## src/rtl/led_owner_sched.sv

```systemverilog
// rtl/led_owner_sched.sv - priority scheduler sharing the active-low red/green status LED pair
// between three requesters, with tick prescaler, blink phase and anti-flicker hold.
module led_owner_sched #(
  parameter int TICK_DIV   = 177333,
  parameter int HOLD_TICKS = 30,
  parameter int CW         = 32
) (
  input  logic        Clk,
  input  logic        sys_rst,
  input  logic [2:0]  req,
  input  logic [11:0] pat,
  output logic [2:0]  grant,
  output logic        red,
  output logic        green,
  output logic        tick
);

  localparam int HW = (HOLD_TICKS > 0) ? $clog2(HOLD_TICKS + 1) : 1;
  localparam logic [CW-1:0] PRESC_RELOAD = CW'(TICK_DIV - 1);
  localparam logic [CW-1:0] PRESC_ONE    = CW'(1);
  localparam logic [HW-1:0] HOLD_LOAD    = HW'(HOLD_TICKS);
  localparam logic [HW-1:0] HOLD_ONE     = HW'(1);

  typedef enum logic {IDLE, OWN} state_t;

  state_t        state;
  logic [CW-1:0] presc;
  logic [4:0]    phase;
  logic [HW-1:0] hold;

  logic [2:0] grant_nxt;
  logic [2:0] higher;
  logic [3:0] field;
  logic       red_nxt;
  logic       green_nxt;

  function automatic logic [2:0] pick(input logic [2:0] r);
    if (r[0])      return 3'b001;
    else if (r[1]) return 3'b010;
    else if (r[2]) return 3'b100;
    return 3'b000;
  endfunction

  // Arbitration: a dropped owner re-arbitrates at once; preemption waits for the hold to expire.
  always_comb begin
    grant_nxt = grant;
    higher    = req & (grant - 3'd1);
    case (state)
      IDLE: grant_nxt = pick(req);
      OWN: begin
        if ((req & grant) == 3'b000)
          grant_nxt = pick(req);
        else if (higher != 3'b000 && hold == '0)
          grant_nxt = pick(req);
      end
      default: grant_nxt = 3'b000;
    endcase
  end

  always_comb begin
    field     = 4'b0000;
    red_nxt   = 1'b1;
    green_nxt = 1'b1;
    case (grant)
      3'b001:  field = pat[3:0];
      3'b010:  field = pat[7:4];
      3'b100:  field = pat[11:8];
      default: field = 4'b0000;
    endcase
    case (field[1:0])
      2'b01: begin
        red_nxt   = ~field[2];
        green_nxt = ~field[3];
      end
      2'b10: begin
        if (!phase[4]) begin
          red_nxt   = ~field[2];
          green_nxt = ~field[3];
        end
      end
      2'b11: begin
        red_nxt   = phase[4];
        green_nxt = ~phase[4];
      end
      default: ;
    endcase
  end

  always_ff @(posedge Clk) begin
    if (sys_rst) begin
      presc <= PRESC_RELOAD;
      tick  <= 1'b0;
      state <= IDLE;
      grant <= 3'b000;
      phase <= 5'd0;
      hold  <= '0;
      red   <= 1'b1;
      green <= 1'b1;
    end else begin
      if (presc == '0) presc <= PRESC_RELOAD;
      else             presc <= presc - PRESC_ONE;
      // Registered so that tick is high exactly while the counter sits at zero.
      tick <= (presc == PRESC_ONE);

      grant <= grant_nxt;
      state <= (grant_nxt != 3'b000) ? OWN : IDLE;

      if (grant_nxt != grant) begin
        phase <= 5'd0;
        hold  <= HOLD_LOAD;
      end else if (tick) begin
        phase <= phase + 5'd1;
        if (hold != '0) hold <= hold - HOLD_ONE;
      end

      red   <= red_nxt;
      green <= green_nxt;
    end
  end

endmodule

```

## config.mk

```make
export PLATFORM = sky130hd
export DESIGN_NAME = led_owner_sched
export DESIGN_NICKNAME = d
export VERILOG_FILES = /design/src/rtl/led_owner_sched.sv
export SDC_FILE = /design/constraint.sdc
export NUM_CORES = 1
export LEC_CHECK = 0
export ABC_AREA = 1
export CORE_MARGIN = 5
export CORE_UTILIZATION = 35
export CTS_BUF_LIST = sky130_fd_sc_hd__clkbuf_4 sky130_fd_sc_hd__clkbuf_8 sky130_fd_sc_hd__clkbuf_16
export CTS_CLUSTER_SIZE = 30
export DETAILED_ROUTE_END_ITERATION = 6
export SLEW_MARGIN = 30
export SYNTH_ARGS = -nofsm -noshare
export SYNTH_HDL_FRONTEND = slang
export SYNTH_SLANG_ARGS = --single-unit
```

## constraint.sdc

```tcl
create_clock -name Clk -period 1.4 [get_ports Clk]
set_input_delay 0.14 -clock Clk [delete_from_list [all_inputs] [get_ports Clk]]
set_output_delay 0.14 -clock Clk [all_outputs]
set_load 0.005 [all_outputs]
```

==> results.txt, run 1 <==
----------------------------------------------------
[Clocking]
  Clock latency reported for the late side of the worst-skew pair ... 0.31 ns
  H-tree Lvls ... 2
  Clock-pin transition on the worst setup and hold timing paths ... 0.09 ns
  Num CTS Buffers ... 5
  Hold Buf Count CTS ... 0
  Clock tree from TritonCTS ... yes
  Clk sink count ... 49
  CTS root buf ... sky130_fd_sc_hd__clkbuf_8
  Maximum number of buffers from clock root to sink ... 2

[Timing]
  Max Transition Viols Final ... 0
  Post-route worst hold slack ... 0.4919 ns
  Final Setup Violations ... 1
  RSZ-0062 raised after global routing ... true
  Maximum frequency from static timing analysis ... 0.7083 GHz
  Setup skew after layout ... 0.01298 ns
  Share of the clock period used by the worst path after layout ... 100.8%
  Number of hold violations in the final report ... 0
  Worst slew margin ... 80.48%
  Final setup margin ... -0.01186 ns
  Clock period minus final worst setup slack ... 1.412 ns
  Measured slew at the worst slew-check pin ... 0.2912 ns

[Hold path]
  Type of the tightest min-delay check ... reg2reg
  Hold Path Cell Cnt ... 2

[Layout]
  Area Growth Syn to Fin ... 45.94%
  Nets ... 544
  Fraction of final layout cells sized beyond drive strength 1 ... 37.14%
  Count of antenna diodes in the layout ... 0
  Non-filler cells in the finished layout ... 619

[Routing]
  Final routed wire length divided by cell count ... 12.20 µm
  Number of DRC violations after detailed-routing iteration 0 ... 133
  Number of search-and-repair iterations in the first detailed-routing pass ... 4
  Count of vias placed by the detailed router ... 2913
  Detail-routed via count per cell ... 4.706
  Total Wirelength ... 7.552 mm
  Total DRC errors in the routed layout ... 0
  Residual antenna-violating net count after detailed routing ... 0

[Setup path]
  Critical Path Fanout Max ... 6
  Worst setup path category ... reg2reg
  Critical Path Sink Type ... register
  Minimum setup slack among reg-to-reg paths ... -0.01 ns
  Worst-case reg-to-reg path depth ... 12
  WP data required ... 1.65 ns
  Arr. time, crit path ... 1.67 ns
  Setup crit start kind ... register

[Power]
  Switch share ... 27.81%
  Worst supply voltage drop on vdd ... 0.3743 mV
  P_leak ... 0.001793 µW
  Net Sw Power ... 794.3 µW
  Power per cell area ... 693.6 nW/µm²
  Combinational power share ... 17.7%
  Clk pwr share ... 30.9%
  Share of power burned in registers ... 51.4%
  Internal power ... 2062 µW

[Die]
  Num ports ... 23
  Floorplan die height ... 99.79 µm
  Core ar. ... 7807 µm²
  Die Area ... 9957 µm²
  Row count ... 32
  Initial core utilization ... 36.14%
  Chip Width ... 99.79 µm

[Synthesis]
  Total number of yosys warnings ... 0
  Net Count, Synth ... 455
  Share of the yosys chip area belonging to registers ... 34.77%
  Async S/R FF share, synth ... 0%
  Number of enable flip-flop cells after synthesis ... 0
  Number of standard cells after synthesis ... 428
  Post-Synthesis Cell Area ... 2821 µm²
  Flops & latches, synth ... 49
  Main synth FF type ... sky130_fd_sc_hd__dfxtp_1
  Post-Syn Area per Cell ... 6.592 µm²
  Count of cell types in the netlist ... 34

[Global route]
  Initial antenna violation count ... 0
  Final global-route overflow total ... 0
  Total global-route track usage ... 15.14%
  Via count of the first global-routing pass ... 2691
  Largest net degree at the start of global routing ... 17
  Wire length of the first global-routing pass ... 12.23 mm

[Status]
  Outcome ... complete, but fails checks
  Violated checks ... negative setup slack

[Placed design]
  Placer's final routability congestion estimate ... 0.8737
  DP Cell Count ... 607
  Dpl hpwl ... 5.673 mm
  Number of input and output port buffers inserted ... 22

[Run]
  Reported max-cap violation count ... 0

----------------------------------------------------
[what timing repair did]
item	4_1_cts	5_1_grt
pin swaps	6	31
setup endpoints to repair	38	47
buffers inserted	1	3
gates cloned	0	1
resized for setup	22	109
[power groups by stage]
stage / Clock [µW] / Sequential (µW) / Combinational, µW
floorplan: 0 / 1490 / 244
global placement: 0 / 1490 / 427
detailed placement: 0 / 1500 / 435
CTS: 912 / 1460 / 466
global route: 962 / 1480 / 564
finish: 881 / 1470 / 506
[through the flow]
step                      cell area [µm²]  setup TNS [ns]  total power [µW]  utilization, %  setup slack [ns]
after detailed placement             3590          -2.467              1932           45.98           -0.1946
final                                4118        -0.01186              2856           52.74          -0.01186
after floorplan                      2829               0              1735               -          0.004509
after global routing                 4118          -1.467              3001           52.74           -0.1128
after CTS                            3764        -0.01221              2842           48.21         -0.005913
after global placement               3590          -1.416              1922           45.98           -0.1180
[worst paths after layout]
check	start	to
max	grant[1]$_SDFF_PP0_	phase[2]$_SDFFE_PP0P_
min	presc[30]$_SDFF_PP0_	presc[30]$_SDFF_PP0_
min reg2reg	presc[30]$_SDFF_PP0_	presc[30]$_SDFF_PP0_
max reg2reg	grant[1]$_SDFF_PP0_	phase[2]$_SDFFE_PP0P_
[critical path, cell delays in order, from the launching register on]
cell and delay, ns:
sky130_fd_sc_hd__dfxtp_2 0.36, sky130_fd_sc_hd__inv_4 0.05, sky130_fd_sc_hd__ha_4 0.25, sky130_fd_sc_hd__inv_2 0.03, sky130_fd_sc_hd__nand2_1 0.04, sky130_fd_sc_hd__nand2_1 0.05, sky130_fd_sc_hd__inv_1 0.06, sky130_fd_sc_hd__nand2_2 0.06
sky130_fd_sc_hd__nand2_4 0.07, sky130_fd_sc_hd__nand2_4 0.08, sky130_fd_sc_hd__o21ai_4 0.10, sky130_fd_sc_hd__nand2_4 0.11, sky130_fd_sc_hd__nor2_2 0.11
[layout by cell type, fill, tap and decap left out, types with 2 or more instances in the layout]
cell type | Yosys | layout
sky130_fd_sc_hd__nor3_1 | 2 | 2
sky130_fd_sc_hd__inv_4 | 1 | 2
sky130_fd_sc_hd__clkbuf_8 | 0 | 6
sky130_fd_sc_hd__nand2_1 | 111 | 95
sky130_fd_sc_hd__o21ai_0 | 7 | 5
sky130_fd_sc_hd__buf_6 | 2 | 2
sky130_fd_sc_hd__dfxtp_4 | 0 | 4
sky130_fd_sc_hd__nand3_2 | 0 | 3
sky130_fd_sc_hd__nand4_1 | 13 | 13
sky130_fd_sc_hd__dfxtp_1 | 49 | 27
sky130_fd_sc_hd__or2_2 | 2 | 2
sky130_fd_sc_hd__dlygate4sd2_1 | 0 | 2
sky130_fd_sc_hd__or2_0 | 2 | 2
sky130_fd_sc_hd__inv_2 | 1 | 10
sky130_fd_sc_hd__nand3b_1 | 2 | 2
sky130_fd_sc_hd__xor2_1 | 8 | 8
sky130_fd_sc_hd__ha_4 | 0 | 2
sky130_fd_sc_hd__ha_1 | 10 | 4
sky130_fd_sc_hd__a21oi_1 | 17 | 17
sky130_fd_sc_hd__inv_1 | 43 | 33
sky130_fd_sc_hd__buf_4 | 0 | 61
sky130_fd_sc_hd__o211ai_1 | 3 | 3
sky130_fd_sc_hd__dfxtp_2 | 0 | 18
sky130_fd_sc_hd__and2_1 | 3 | 3
sky130_fd_sc_hd__nor2_2 | 9 | 29
sky130_fd_sc_hd__nand2_2 | 4 | 13
sky130_fd_sc_hd__o21ai_1 | 1 | 3
sky130_fd_sc_hd__nand2_4 | 0 | 7
sky130_fd_sc_hd__nor2_1 | 83 | 43
sky130_fd_sc_hd__nor2_4 | 3 | 23
sky130_fd_sc_hd__clkdlybuf4s50_1 | 0 | 20
sky130_fd_sc_hd__nand3_1 | 36 | 33
sky130_fd_sc_hd__xnor2_1 | 4 | 4
sky130_fd_sc_hd__o21ai_4 | 1 | 2
sky130_fd_sc_hd__ha_2 | 0 | 4
[state kept, by name (all words and copies together) (netlist names)]
register and count:
presc 32, hold 5, phase 5, grant 3, green 1, red 1
state 1, tick 1
[synth_stat cells, types with 2 or more instances]
master,instances,share of area [%]
sky130_fd_sc_hd__nand2_2,4,0.89
sky130_fd_sc_hd__nand3_1,36,6.4
sky130_fd_sc_hd__nand4_1,13,2.9
sky130_fd_sc_hd__nor2_2,9,2.0
sky130_fd_sc_hd__a21oi_1,17,3.0
sky130_fd_sc_hd__xnor2_1,4,1.2
sky130_fd_sc_hd__buf_2,3,0.53
sky130_fd_sc_hd__nor3_1,2,0.35
sky130_fd_sc_hd__or2_2,2,0.44
sky130_fd_sc_hd__o211ai_1,3,0.80
sky130_fd_sc_hd__and2_1,3,0.67
sky130_fd_sc_hd__ha_1,10,4.4
sky130_fd_sc_hd__dfxtp_1,49,35
sky130_fd_sc_hd__nor2_4,3,1.2
sky130_fd_sc_hd__o21ai_0,7,1.2
sky130_fd_sc_hd__or2_0,2,0.44
sky130_fd_sc_hd__buf_6,2,0.80
sky130_fd_sc_hd__nor2_1,83,11
sky130_fd_sc_hd__nand3b_1,2,0.53
sky130_fd_sc_hd__nand2_1,111,15
sky130_fd_sc_hd__inv_1,43,5.7
sky130_fd_sc_hd__xor2_1,8,2.5
[layout make-up]
type	instances	area (µm²)
tap	102	127.6
multi-input combinational	329	1964
inverter	45	173.9
clock buffer	6	82.58
fill	784	3690
timing repair buffer	87	743.2
sequential	49	1018
clock inverter	1	7.507
[kinds of logic (layout without fill, tap and decap cells)]
kind of cell | after synthesis | in the layout | synth area share [%]
XOR/XNOR | 12 | 12 | 3.725
buffers and inverters | 50 | 139 | 7.405
adder cells (fa/ha/maj) | 10 | 10 | 4.435
AND/OR/NAND/NOR | 273 | 273 | 42.39
flip-flops | 49 | 49 | 34.77
AO/OA/AOI/OAI | 33 | 33 | 6.918
multiplexers | 1 | 1 | 0.3548
[layer usage]
metal | up-vias | track usage (%) | wire length (µm)
met3 | 7 | 2.502 | 237
met4 | 0 | 4.307 | 82
li1 | 1541 | - | -
met2 | 39 | 26.22 | 3794
met1 | 1326 | 19.35 | 3438
met5 | - | 0 | 0
Note: power is estimated with default switching activity, not from simulation.
==> run 2, diff against run 1 <==
--- a/config.mk
+++ b/config.mk
@@ -6,9 +6,11 @@
 export NUM_CORES = 1
 export LEC_CHECK = 0
 export ABC_AREA = 1
+export CAP_MARGIN = 0
+export CORE_ASPECT_RATIO = 0.9
 export CORE_MARGIN = 5
 export CORE_UTILIZATION = 35
-export CTS_BUF_LIST = sky130_fd_sc_hd__clkbuf_4 sky130_fd_sc_hd__clkbuf_8 sky130_fd_sc_hd__clkbuf_16
+export CTS_BUF_LIST = sky130_fd_sc_hd__clkbuf_4 sky130_fd_sc_hd__clkbuf_8
 export CTS_CLUSTER_SIZE = 30
 export DETAILED_ROUTE_END_ITERATION = 6
 export SLEW_MARGIN = 30
==> run 2 against run 1 <==
First-iteration DRC count down 29%; cell count grew 2.3%; the run still ends with negative setup slack left; largest power group unchanged; non-clock buffer count rose by 16; clock power is 24% higher.
==> results.txt, run 2 (same netlist as run 1, synthesis figures left out) <==
----------------------------------------------------
[Layout]
  Total of fill cells in the finished design ... 711 (was 784)
  Commonest cells after routing, fill and taps aside ... 87 x sky130_fd_sc_hd__nand2_1, 74 x sky130_fd_sc_hd__buf_4, 43 x sky130_fd_sc_hd__nor2_1 (was 95 x sky130_fd_sc_hd__nand2_1, 61 x sky130_fd_sc_hd__buf_4, 43 x sky130_fd_sc_hd__nor2_1)
  Count of antenna diodes in the layout ... 0 (unchanged)
  Area Growth Syn to Fin ... 58.49% (was 45.94%)
  Leading cell type in the layout, fill and taps excluded ... sky130_fd_sc_hd__nand2_1 (unchanged)
  Largest register FFs ... 32 (unchanged)
  Nets ... 560 (was 544)
  Register name with the most flops ... presc (unchanged)
  Largest registers ranked by flip-flop count ... presc (32), hold (5), phase (5) (unchanged)
  Fraction of final layout cells sized beyond drive strength 1 ... 44.19% (was 37.14%)

[Global route]
  Largest net degree at the start of global routing ... 17 (unchanged)
  Wire length of the first global-routing pass ... 12.42 mm (was 12.23 mm)
  Via count of the first global-routing pass ... 2747 (was 2691)
  Initial antenna violation count ... 0 (unchanged)
  Total global-route track usage ... 15.17% (was 15.14%)
  Final global-route overflow total ... 0 (unchanged)

[Die]
  Core ar. ... 7951 µm² (was 7807 µm²)
  Num ports ... 23 (unchanged)
  Initial core utilization ... 35.48% (was 36.14%)
  Chip Width ... 104.6 µm (was 99.79 µm)
  Die Area ... 9959 µm² (was 9957 µm²)
  Floorplan die height ... 95.18 µm (was 99.79 µm)
  Row count ... 31 (was 32)

[Power]
  Clk pwr share ... 34.3% (was 30.9%)
  Switch share ... 26.48% (was 27.81%)
  Worst supply voltage drop on vdd ... 0.4537 mV (was 0.3743 mV)
  Internal power ... 2330 µW (was 2062 µW)
  P_leak ... 0.001950 µW (was 0.001793 µW)
  Combinational power share ... 19.3% (was 17.7%)
  Net Sw Power ... 839.0 µW (was 794.3 µW)
  Power per cell area ... 708.6 nW/µm² (was 693.6 nW/µm²)
  Share of power burned in registers ... 46.4% (was 51.4%)

[Placed design]
  Number of input and output port buffers inserted ... 22 (unchanged)
  Dpl hpwl ... 5.656 mm (was 5.673 mm)
  Placer's final routability congestion estimate ... 0.8332 (was 0.8737)

[Clocking]
  Clock-pin transition on the worst setup and hold timing paths ... 0.09 ns (about the same)
  H-tree Lvls ... 2 (unchanged)
  Clock latency reported for the late side of the worst-skew pair ... 0.30 ns (was 0.31 ns)
  Clk sink count ... 49 (unchanged)
  CTS root buf ... sky130_fd_sc_hd__clkbuf_8 (unchanged)
  Clock tree from TritonCTS ... yes (unchanged)
  Num CTS Buffers ... 5 (unchanged)
  Maximum number of buffers from clock root to sink ... 2 (unchanged)
  Hold Buf Count CTS ... 0 (unchanged)

[Routing]
  Final routed wire length divided by cell count ... 12.95 µm (was 12.20 µm)
  Detail-routed via count per cell ... 4.785 (was 4.706)
  Total Wirelength ... 8.199 mm (was 7.552 mm)
  Number of search-and-repair iterations in the first detailed-routing pass ... 4 (unchanged)
  Total DRC errors in the routed layout ... 0 (unchanged)
  Count of vias placed by the detailed router ... 3029 (was 2913)
  Residual antenna-violating net count after detailed routing ... 0 (unchanged)
  Number of DRC violations after detailed-routing iteration 0 ... 95 (was 133)

[Timing]
  Clock period minus final worst setup slack ... 1.466 ns (was 1.412 ns)
  Number of hold violations in the final report ... 0 (unchanged)
  Measured slew at the worst slew-check pin ... 0.3104 ns (was 0.2912 ns)
  Final Setup Violations ... 18 (was 1)
  Final setup margin ... -0.06557 ns (was -0.01186 ns)
  Setup skew after layout ... 0.008236 ns (was 0.01298 ns)
  Share of the clock period used by the worst path after layout ... 104.7% (was 100.8%)
  Worst slew margin ... 79.23% (was 80.48%)
  Maximum frequency from static timing analysis ... 0.6823 GHz (was 0.7083 GHz)
  Post-route setup TNS ... -0.3421 ns (was -0.01186 ns)
  Post-route worst hold slack ... 0.4944 ns (was 0.4919 ns)
  Max Transition Viols Final ... 0 (unchanged)
  RSZ-0062 raised after global routing ... true (unchanged)

[Setup path]
  WP data required ... 1.60 ns (was 1.65 ns)
  Worst setup path category ... reg2reg (unchanged)
  Critical Path Sink Type ... register (unchanged)
  Arr. time, crit path ... 1.67 ns (about the same)
  Critical Path Fanout Max ... 3 (was 6)
  Setup crit start kind ... register (unchanged)

[Hold path]
  Type of the tightest min-delay check ... reg2reg (unchanged)

[Status]
  Violated checks ... negative setup slack (unchanged)
  Outcome ... complete, but fails checks (unchanged)

[Run]
  Reported max-cap violation count ... 0 (unchanged)

----------------------------------------------------
run 2: worst paths after layout:
kind | startpoint | slack (ns) | to | cells past startpoint
setup / recovery | presc[10]$_SDFF_PP1_ | -0.07 | presc[11]$_SDFF_PP0_ | 7
hold / removal | presc[30]$_SDFF_PP0_ | 0.49 | presc[30]$_SDFF_PP0_ | 2
setup reg to reg | presc[10]$_SDFF_PP1_ | -0.07 | presc[11]$_SDFF_PP0_ | 7
hold reg to reg | presc[30]$_SDFF_PP0_ | 0.49 | presc[30]$_SDFF_PP0_ | 2
run 2: critical path: stages, from the launching register on:
cell and delay, ns:
sky130_fd_sc_hd__dfxtp_1 0.37, sky130_fd_sc_hd__nor2_1 0.17, sky130_fd_sc_hd__nand2_1 0.13, sky130_fd_sc_hd__nor2_1 0.17, sky130_fd_sc_hd__nand2_1 0.12, sky130_fd_sc_hd__buf_4 0.16
sky130_fd_sc_hd__xor2_2 0.19, sky130_fd_sc_hd__nor2_4 0.06
run 2: metrics by stage:
stage	total power [µW]	area, µm²	instances	worst slack [ns]	util, %
floorplan	1735	2829	428	0.004509	-
global placement	1932	3651	611	-0.1158	45.92
detailed placement	1936	3651	611	-0.1535	45.92
CTS	3056	3880	621	-0.02600	48.80
global route	3319	4472	633	-0.1409	56.24
finish	3169	4472	633	-0.06557	56.24
run 2: final cells by class:
type	count	area, µm²	area share, %
Inverter	45	178.9	4.001
Timing Repair Buffer	103	899.6	20.12
Clock buffer	7	90.09	2.015
Multi-Input combinational cell	329	2130	47.62
Tap cell	99	123.9	2.770
Sequential cell	49	1020	22.80
Clock inverter	1	30.03	0.6715
run 2: timing repair:
item	in CTS	in global routing
setup endpoints to repair	37	48
pin swaps	13	53
setup buffers	2	12
resized for setup	28	145
gates cloned	0	2
run 2: power by group through the flow:
stage                     clock network, µW  logic, µW  registers, µW
after floorplan                           0        244           1490
after global placement                    0        437           1490
after detailed placement                  0        440           1500
after CTS                              1120        472           1460
after global routing                   1170        673           1480
final                                  1090        611           1470
run 2: metal layers:
| metal | global-route usage [%] | vias to the layer above | part of all wire, % | routed length (µm) |
|---|---|---|---|---|
| li1 | - | 1572 | - | - |
| met1 | 19.65 | 1412 | 46 | 3761 |
| met2 | 26.32 | 40 | 51 | 4154 |
| met3 | 2.370 | 5 | 2.6 | 212 |
| met4 | 4.366 | 0 | 0.87 | 71 |
| met5 | 0 | - | 0 | 0 |
